`config.mk`:
```
export PLATFORM = sky130hd
export DESIGN_NAME = uart_rx_fifo
export DESIGN_NICKNAME = d
export VERILOG_FILES = /design/src/rtl/uart_pkg.sv /design/src/rtl/uart_fifo_mem.sv /design/src/rtl/uart_rx_fifo.sv
export SDC_FILE = /design/constraint.sdc
export NUM_CORES = 1
export LEC_CHECK = 0
export CAP_MARGIN = 20
export CORE_MARGIN = 4
export CORE_UTILIZATION = 30
export DETAILED_ROUTE_END_ITERATION = 10
export MAX_ROUTING_LAYER = met4
export PLACE_DENSITY_LB_ADDON = 0.1
export SLEW_MARGIN = 30
export SYNTH_ARGS = -nofsm -noshare
export SYNTH_HDL_FRONTEND = slang
export SYNTH_SLANG_ARGS = --single-unit
```
`constraint.sdc`:
```
create_clock -name clk -period 2.75 [get_ports clk]
set_input_delay 0.55 -clock clk [delete_from_list [all_inputs] [get_ports clk]]
set_output_delay 0.55 -clock clk [all_outputs]
set_load 0.005 [all_outputs]
```
`src/rtl/uart_pkg.sv`:
```
// rtl/uart_pkg.sv - shared UART constants and types for uart_receive and uart_rx_fifo
package uart_pkg;

  localparam int UART_DATA_W        = 8;
  localparam int UART_RX_FIFO_DEPTH = 16;
  localparam int UART_RX_FIFO_AW    = $clog2(UART_RX_FIFO_DEPTH);

  typedef logic [UART_DATA_W-1:0] uart_byte_t;

endpackage

```
`src/rtl/uart_fifo_mem.sv`:
```
// rtl/uart_fifo_mem.sv - DEPTH x byte storage, one synchronous write port, one combinational read port
module uart_fifo_mem
  import uart_pkg::*;
#(
  parameter int DEPTH = UART_RX_FIFO_DEPTH,
  parameter int AW    = UART_RX_FIFO_AW
) (
  input  logic                   clk,
  input  logic                   we,
  input  logic [AW-1:0]          waddr,
  input  logic [UART_DATA_W-1:0] wdata,
  input  logic [AW-1:0]          raddr,
  output logic [UART_DATA_W-1:0] rdata
);

  uart_byte_t mem [DEPTH];

  // Contents are deliberately never reset; only the pointers define validity.
  always_ff @(posedge clk) begin
    if (we) begin
      mem[waddr] <= wdata;
    end
  end

  assign rdata = mem[raddr];

endmodule

```
`src/rtl/uart_rx_fifo.sv`:
```
// rtl/uart_rx_fifo.sv - UART receive FIFO, FWFT; threshold irq under UART_RX_FIFO_THRESH_IRQ_EN
module uart_rx_fifo
  import uart_pkg::*;
#(
  parameter int DEPTH = UART_RX_FIFO_DEPTH,
  parameter int AW    = UART_RX_FIFO_AW
) (
  input  logic                   clk,
  input  logic                   rst_n,
  input  logic                   wr_en,
  input  logic [UART_DATA_W-1:0] wr_data,
  output logic                   full,
  input  logic                   rd_en,
  output logic [UART_DATA_W-1:0] rd_data,
  output logic                   empty,
  output logic [AW:0]            count,
  input  logic                   flush,
  output logic                   overrun,
  input  logic                   clr_overrun,
  input  logic [AW:0]            thresh,
  output logic                   irq_thresh
);

  localparam logic [AW:0] FULL_COUNT = (AW+1)'(DEPTH);

  logic [AW-1:0]          wr_ptr;
  logic [AW-1:0]          rd_ptr;
  logic                   wr_acc;
  logic                   rd_acc;
  logic                   drop;
  logic                   mem_we;
  logic [UART_DATA_W-1:0] mem_rdata;

  assign empty = (count == '0);
  assign full  = (count == FULL_COUNT);

  // A write into a full FIFO still lands when a read frees the head slot in the same cycle.
  assign rd_acc = rd_en & ~empty;
  assign wr_acc = wr_en & (~full | rd_en);
  assign drop   = wr_en & full & ~rd_en & ~flush;
  assign mem_we = wr_acc & ~flush & rst_n;

  uart_fifo_mem #(
    .DEPTH(DEPTH),
    .AW   (AW)
  ) u_mem (
    .clk  (clk),
    .we   (mem_we),
    .waddr(wr_ptr),
    .wdata(wr_data),
    .raddr(rd_ptr),
    .rdata(mem_rdata)
  );

  assign rd_data = empty ? '0 : mem_rdata;

  always_ff @(posedge clk) begin
    if (!rst_n) begin
      wr_ptr <= '0;
      rd_ptr <= '0;
      count  <= '0;
    end else if (flush) begin
      wr_ptr <= '0;
      rd_ptr <= '0;
      count  <= '0;
    end else begin
      if (wr_acc) begin
        wr_ptr <= wr_ptr + AW'(1);
      end
      if (rd_acc) begin
        rd_ptr <= rd_ptr + AW'(1);
      end
      case ({wr_acc, rd_acc})
        2'b10:   count <= count + (AW+1)'(1);
        2'b01:   count <= count - (AW+1)'(1);
        default: count <= count;
      endcase
    end
  end

  // Set has priority over clear so a lost byte is never silently forgotten.
  always_ff @(posedge clk) begin
    if (!rst_n) begin
      overrun <= 1'b0;
    end else if (drop) begin
      overrun <= 1'b1;
    end else if (clr_overrun) begin
      overrun <= 1'b0;
    end
  end

`ifdef UART_RX_FIFO_THRESH_IRQ_EN
  always_ff @(posedge clk) begin
    if (!rst_n) begin
      irq_thresh <= 1'b0;
    end else begin
      irq_thresh <= (thresh != '0) && (count >= thresh);
    end
  end
`else
  logic unused_thresh;
  assign unused_thresh = ^thresh;
  assign irq_thresh    = 1'b0;
`endif

endmodule
```
==> After elaboration in Yosys (flattened, before gate mapping) <==
Memory sizes are Yosys's and may differ from the RTL's. A register that Yosys moved wholly into a read port is not among the register bits.
Cells that the tools add are included.
{ "totals": {"regBits": 14, "ramBits": 128, "in_bits": 19, "output_inout_bits": 17, "wordCells": 37, "memories": 1} }
{ "classes": {"addsub": 4, "eq_ne": 3, "muxes": 8, "n_bitwise": 13, "n_reduce_logical": 4} }
{ "memory_table": {"columns": ["memory", "depth", "word_bits", "read_ports", "rd_clocked_by_memory_dff", "wr", "line", "text"], "rows": [
  ["u_mem.mem", 16, 8, 1, 1, 1, "uart_fifo_mem.sv:16", "uart_byte_t mem [DEPTH];"]
]} }
{ "op_table": {"columns": ["operator", "count"], "rows": [
  ["$pmux W5 S2", 1],
  ["$add A4 B1 Y4 const B", 2],
  ["$mux W4", 2],
  ["$mux W8", 1],
  ["$and A1 B1 Y1", 7],
  ["$add A5 B1 Y5 const B", 1],
  ["$eq A5 B5 Y1 const B", 1],
  ["$logic_not A5 Y1", 1],
  ["$not A1 Y1", 5],
  ["$sub A5 B1 Y5 const B", 1],
  ["$mux W1", 4],
  ["$reduce_bool A2 Y1", 2],
  ["$eq A2 B1 Y1 const B", 1],
  ["$eq A2 B2 Y1 const B", 1],
  ["$reduce_or A2 Y1", 1],
  ["$or A1 B1 Y1", 1]
]} }

==> Logic depth before layout (Yosys ltp) <==
{ "depth": {"word_depth": 8, "ltp_mapped": 13, "depth_no_buf": 10} }

==> Hierarchy <==
Synthesis repeated with hierarchy kept, for this count alone.
{ "hier_totals": {"hier_cells": 323, "hier_area_um2": 5869.4} }
{ "by_module_without_submodules": {"columns": ["mod", "n_inst", "cells_per_inst", "area_each_um2", "seq_area_each_um2"], "rows": [
  ["uart_fifo_mem", 1, 221, 4987.3, 3843.7],
  ["uart_rx_fifo", 1, 102, 882.1, 280.3]
]} }

==> Worst setup path before layout <==
OpenSTA, ideal clock, no wires.
{ "synth_timing": {"path_type": "register to register", "startpoint": "reg count[0]", "endpoint": "reg count[4]", "setup_ns": 0.128, "arrival_time_ns": 2.863, "t_required_ns": 2.622, "slack_ns": -0.241, "path_stages_with_launch": 14, "path_buffers": 3, "synth_period_minus_slack_ns": 2.991, "cell_sequence": "dfxtp_1 or4_1 buf_2 o31a_1 buf_6 inv_1 ha_1 clkbuf_1 xor2_1 ha_1 a21oi_1 a221oi_1 mux2i_1 nand4_1"} }
{ "synth_via": {"elab_chain_len": 6, "word_cells_on_any_way": 13, "cone_classes": "add/sub (2); eq/ne (3); mux (1); bitwise (5); reduce/logical (2)"} }
{ "synth_lines": {"columns": ["element", "line", "text"], "rows": [
  ["start, declared", "uart_rx_fifo.sv:16", "output logic [AW:0] count,"],
  ["start signal, assigned", "uart_rx_fifo.sv:74", "2'b10: count <= count + (AW+1)'(1);"],
  ["start signal, assigned", "uart_rx_fifo.sv:75", "2'b01: count <= count - (AW+1)'(1);"],
  ["start signal, assigned", "uart_rx_fifo.sv:76", "default: count <= count;"],
  ["$eq A5 B5 Y1", "uart_rx_fifo.sv:35", "assign full = (count == FULL_COUNT);"],
  ["$not A1 Y1", "uart_rx_fifo.sv:39", "assign wr_acc = wr_en & (~full | rd_en);"],
  ["$or A1 B1 Y1", "uart_rx_fifo.sv:39", null],
  ["$and A1 B1 Y1", "uart_rx_fifo.sv:39", null],
  ["$eq A2 B1 Y1 or $eq A2 B2 Y1 (tied branches)", "uart_rx_fifo.sv:73", "case ({wr_acc, rd_acc})"],
  ["$pmux W5 S2 or $reduce_bool A2 Y1 (tied branches)", null, null]
]} }
Parallel ways exist; a longest one is shown, timed or not.
A chain may end at the register's enable or synchronous reset.

==> impl_results.rst <==
.. list-table::
   :header-rows: 1

   * - Metric
     - Value
   * - Status
     - completed
   * - Capturing element type of the critical path
     - output port
   * - Area fraction in and, or, nand and nor cells after synthesis
     - 6.153%
   * - Overall via count from detail_route
     - 3224
   * - Sequential area share after synthesis
     - 70.56%
   * - Share of layout cells above drive strength 1
     - 34.74%
   * - Top cell type's share of synthesized area
     - 64.51%
   * - Row count
     - 51
   * - Number of levels in the clock H-tree
     - 4
   * - Distinct cell type count of the synthesized netlist
     - 43
   * - Warnings, synthesis
     - 0
   * - Busiest metal layer after global routing
     - met2
   * - Global-route usage over all layers
     - 13.09%
   * - Total length of routed wires
     - 13140 um
   * - Clock root buffer
     - sky130_fd_sc_hd__clkbuf_16
   * - EDFF count, synth
     - 128
   * - Minimum setup slack after placement
     - 0.007832 ns
   * - Syn_nets
     - 367
   * - ANT nets after route
     - 0
   * - Post-synthesis adder-cell area fraction
     - 1.890%
   * - Setup WS post-layout
     - 0.03386 ns
   * - Antenna violations before repair
     - 0
   * - Total Die Area
     - 22180 um2
   * - Estimated wirelength of the detail-placed design
     - 8239 um
   * - GRT met2 Usage
     - 20.71%
   * - Clk_lat worst skew
     - 0.41 ns
   * - Met3 layer usage reported by global route
     - 3.525%
   * - CTS tree
     - built
   * - Area growth from synthesis to final layout
     - 28.54%
   * - Post-synthesis instance total
     - 339
   * - Clock period minus worst slack
     - 2.716 ns
   * - Detail-routed via count per cell
     - 4.666
   * - Final max-slew violation count
     - 0
   * - Peak per-stage delay on the critical path
     - 0.49 ns
   * - Bufs on Longest Clock Path
     - 2
   * - Number of cells traversed by the worst register-to-register path
     - 10
   * - Post-Synthesis Mean Instance Area
     - 17.58 um2
   * - Worst hold slack
     - 0.4977 ns
   * - Clk_skew
     - 0.008174 ns
   * - Pre-antenna DRT Iters
     - 4
   * - Compound-gate portion of the synthesized area
     - 4.305%
   * - CTS clk-pin slew, worst paths
     - 0.06 ns
   * - FMAX
     - 0.3682 GHz
   * - Main flop type after synthesis
     - sky130_fd_sc_hd__edfxtp_1
   * - I/O pin count
     - 36
   * - Number of nets in the final layout
     - 442
   * - Reg-to-Reg End
     - count[4]
   * - Met1 routing resource usage after global routing
     - 16.37%
   * - Hold Fails Final Rpt
     - 0
   * - Largest family of logic cells by synthesized area
     - multiplexers
   * - Count of endpoints failing setup in the final report
     - 0
   * - Core region area
     - 19530 um2
   * - Post-Synth XOR/XNOR Area
     - 0.8820%
   * - Residual overflow from global routing
     - 0
   * - Initial drt markers
     - 175
   * - Crit-path max FO
     - 5
   * - WHS Path Cells
     - 2
   * - Initial cell density of the core
     - 30.51%
   * - Post-synthesis instance area
     - 5958 um2
   * - WL per Instance
     - 19.01 um
   * - Leading cell types by total area after synthesis
     - sky130_fd_sc_hd__edfxtp_1, sky130_fd_sc_hd__mux4_2, sky130_fd_sc_hd__dfxtp_1
   * - Portion of netlist area occupied by mux cells
     - 13.94%
   * - Launch point of the worst hold path
     - rd_ptr[3]
   * - Height of the die
     - 148.9 um
   * - Largest area contributor in the synthesized netlist
     - sky130_fd_sc_hd__edfxtp_1
   * - Die width
     - 148.9 um
   * - Required time of the critical path
     - 2.20 ns
   * - R2r setup slk
     - 0.15 ns
   * - Endpoint arrival time on the critical path
     - 2.17 ns
   * - Total number of clock tree sinks
     - 146
   * - Count of max-cap constraint violations
     - 0
   * - Top cells by count, synth
     - sky130_fd_sc_hd__edfxtp_1, sky130_fd_sc_hd__mux4_2, sky130_fd_sc_hd__nor2_1
   * - Number of buffers created by CTS
     - 17
   * - Setup tns final
     - 0 ns
   * - Setup repair after global routing missed its margin
     - yes
   * - Critical Path Slowest Stage Cell
     - sky130_fd_sc_hd__mux4_2
   * - Type of the most critical hold path
     - reg -> reg
   * - Worst slew margin
     - 52.43%
   * - Async set-reset flop share out of synthesis
     - 0%
   * - Remaining design rule violation count
     - 0
   * - Reported leakage power
     - 2.557 nW
   * - Antenna diode count
     - 0
   * - Hold EP
     - rd_ptr[3]
   * - PwrDens
     - 679.3 nW/um2
   * - Worst Max-Slew Pin Slew
     - 0.7126 ns
   * - Most used standard cell by instance count after synthesis
     - sky130_fd_sc_hd__edfxtp_1
   * - Number of input and output port buffers inserted
     - 29
   * - IR Drop Worst-Case VDD
     - 0.0004392 V
   * - Total of flip-flops plus latches after synthesis
     - 146
   * - RD Place Congestion
     - 0.7697
   * - Launching point of the worst reg2reg path
     - count[1]
   * - Kind of start point of the critical path
     - flip-flop
   * - Part of the cycle the worst path needs
     - 98.77%
   * - Pin count of the biggest net entering global routing
     - 25
   * - Global-route wire length before repair
     - 20490 um
   * - Number of global-route vias before repair
     - 3452
   * - Worst Setup Path Type
     - reg -> out
   * - Cell chain of the critical path
     - buf_12, buf_12, mux4_2, nor2b_4, a211oi_2, a211oi_2, buf_2
-- registers in the layout, indices dropped and copies added, names as in the netlist, named ones only --
| name | cells |
|---|---|
| u_mem.mem | 128 |
| count | 5 |
| rd_ptr | 4 |
| wr_ptr | 4 |
| overrun | 1 |
-- cells by family after synthesis --
kind of cell,count (synthesis)
other cells,1
fa+ha+maj,9
buf+inv,28
compound gates,35
xor+xnor,6
flops,146
mux,43
simple gates,71
-- routing by layer --
layer / part of all wire [%] / wire [um]
met2: 50 / 6514
met3: 3.7 / 487
met5: 0 / 0
met1: 45 / 5933
met4: 1.5 / 201
-- how the worst max path moves through the flow --
stage | endpoint | depth (start not counted) | start | slack [ns]
final | rd_data[2] | 7 | flip-flop | 0.03
after floorplan | count[4] | 13 | count[3] | -0.04
after CTS | rd_data[3] | 8 | flip-flop | -0.05
after global placement | count[4] | 11 | rd_en | 0.02
after global routing | rd_data[2] | 7 | flip-flop | -0.07
after detailed placement | count[4] | 11 | rd_en | 0.008
-- cells in the final DEF (no fill, tap or decap), types with 2 or more instances in the layout --
cell type                         Yosys  final
sky130_fd_sc_hd__ha_1                 9      7
sky130_fd_sc_hd__o21ai_0              3      3
sky130_fd_sc_hd__or3_1                2      2
sky130_fd_sc_hd__dfxtp_2              0      4
sky130_fd_sc_hd__o211ai_1             2      2
sky130_fd_sc_hd__buf_2                9      4
sky130_fd_sc_hd__a211oi_1            17      5
sky130_fd_sc_hd__xnor2_1              2      2
sky130_fd_sc_hd__mux4_2              32     32
sky130_fd_sc_hd__mux2i_1             11     10
sky130_fd_sc_hd__a211oi_2             0     11
sky130_fd_sc_hd__nor3b_1              2      2
sky130_fd_sc_hd__inv_1                7      6
sky130_fd_sc_hd__clkdlybuf4s50_1      0     19
sky130_fd_sc_hd__clkbuf_16            0     17
sky130_fd_sc_hd__nand2_1              9      9
sky130_fd_sc_hd__xor2_1               4      4
sky130_fd_sc_hd__bufinv_16            0      5
sky130_fd_sc_hd__dfxtp_1             18     13
sky130_fd_sc_hd__buf_6                1      2
sky130_fd_sc_hd__edfxtp_1           128    128
sky130_fd_sc_hd__buf_4                2     40
sky130_fd_sc_hd__a31o_2               2      2
sky130_fd_sc_hd__or4_1                3      2
sky130_fd_sc_hd__nand3_1              8      8
sky130_fd_sc_hd__a21oi_1              4      3
sky130_fd_sc_hd__dlygate4sd2_1        0      2
sky130_fd_sc_hd__nor2_1              27     26
sky130_fd_sc_hd__nor2b_1             10      7
sky130_fd_sc_hd__buf_12               0      6
sky130_fd_sc_hd__clkdlybuf4s15_1      0      2
sky130_fd_sc_hd__nor2b_2              0      2
sky130_fd_sc_hd__inv_6                0      3
-- critical path: cells and delay by family, from the launching register on --
family          cells  cell delay, ns
mux                 1            0.49
buf+inv             3            0.39
flops               1            0.37
compound gates      2            0.36
simple gates        1            0.14
-- area by class of cell --
| class | count | area, um2 |
|---|---|---|
| well taps | 265 | 331.6 |
| clock inverters | 13 | 206.4 |
| flip-flops and latches | 146 | 4213 |
| fillers | 1837 | 11870 |
| repair buffers | 77 | 708.2 |
| inverters | 7 | 28.78 |
| multi-input cells | 165 | 1742 |
| clock buffers | 18 | 429.2 |
-- metrics by stage --
step / area [um2] / util [%] / power, W / std cells
floorplan: 6003 / - / 0.002596 / 339
global placement: 6843 / 35.04 / 0.002738 / 651
detailed placement: 6843 / 35.04 / 0.002741 / 651
CTS: 7626 / 39.06 / 0.005261 / 689
global route: 7659 / 39.22 / 0.005393 / 691
finish: 7659 / 39.22 / 0.005203 / 691
-- power breakdown --
part	leakage [nW]	internal (W)	switching [W]	total (W)
Sequential	1.30	0.00242	0.00000694	0.00243
Clock	0.305	0.00161	0.000889	0.00250
Combinational	0.953	0.000133	0.000148	0.000281
-- timing repair --
| action | in CTS | in global routing |
|---|---|---|
| setup endpoints to repair | 10 | 10 |
| hold buffers | 0 | 0 |
| setup buffers | 7 | 3 |
| resized for setup | 35 | 15 |
| cloned | 1 | 0 |
| pin swaps | 8 | 13 |
No activity file was read; power rests on OpenSTA's default activity.
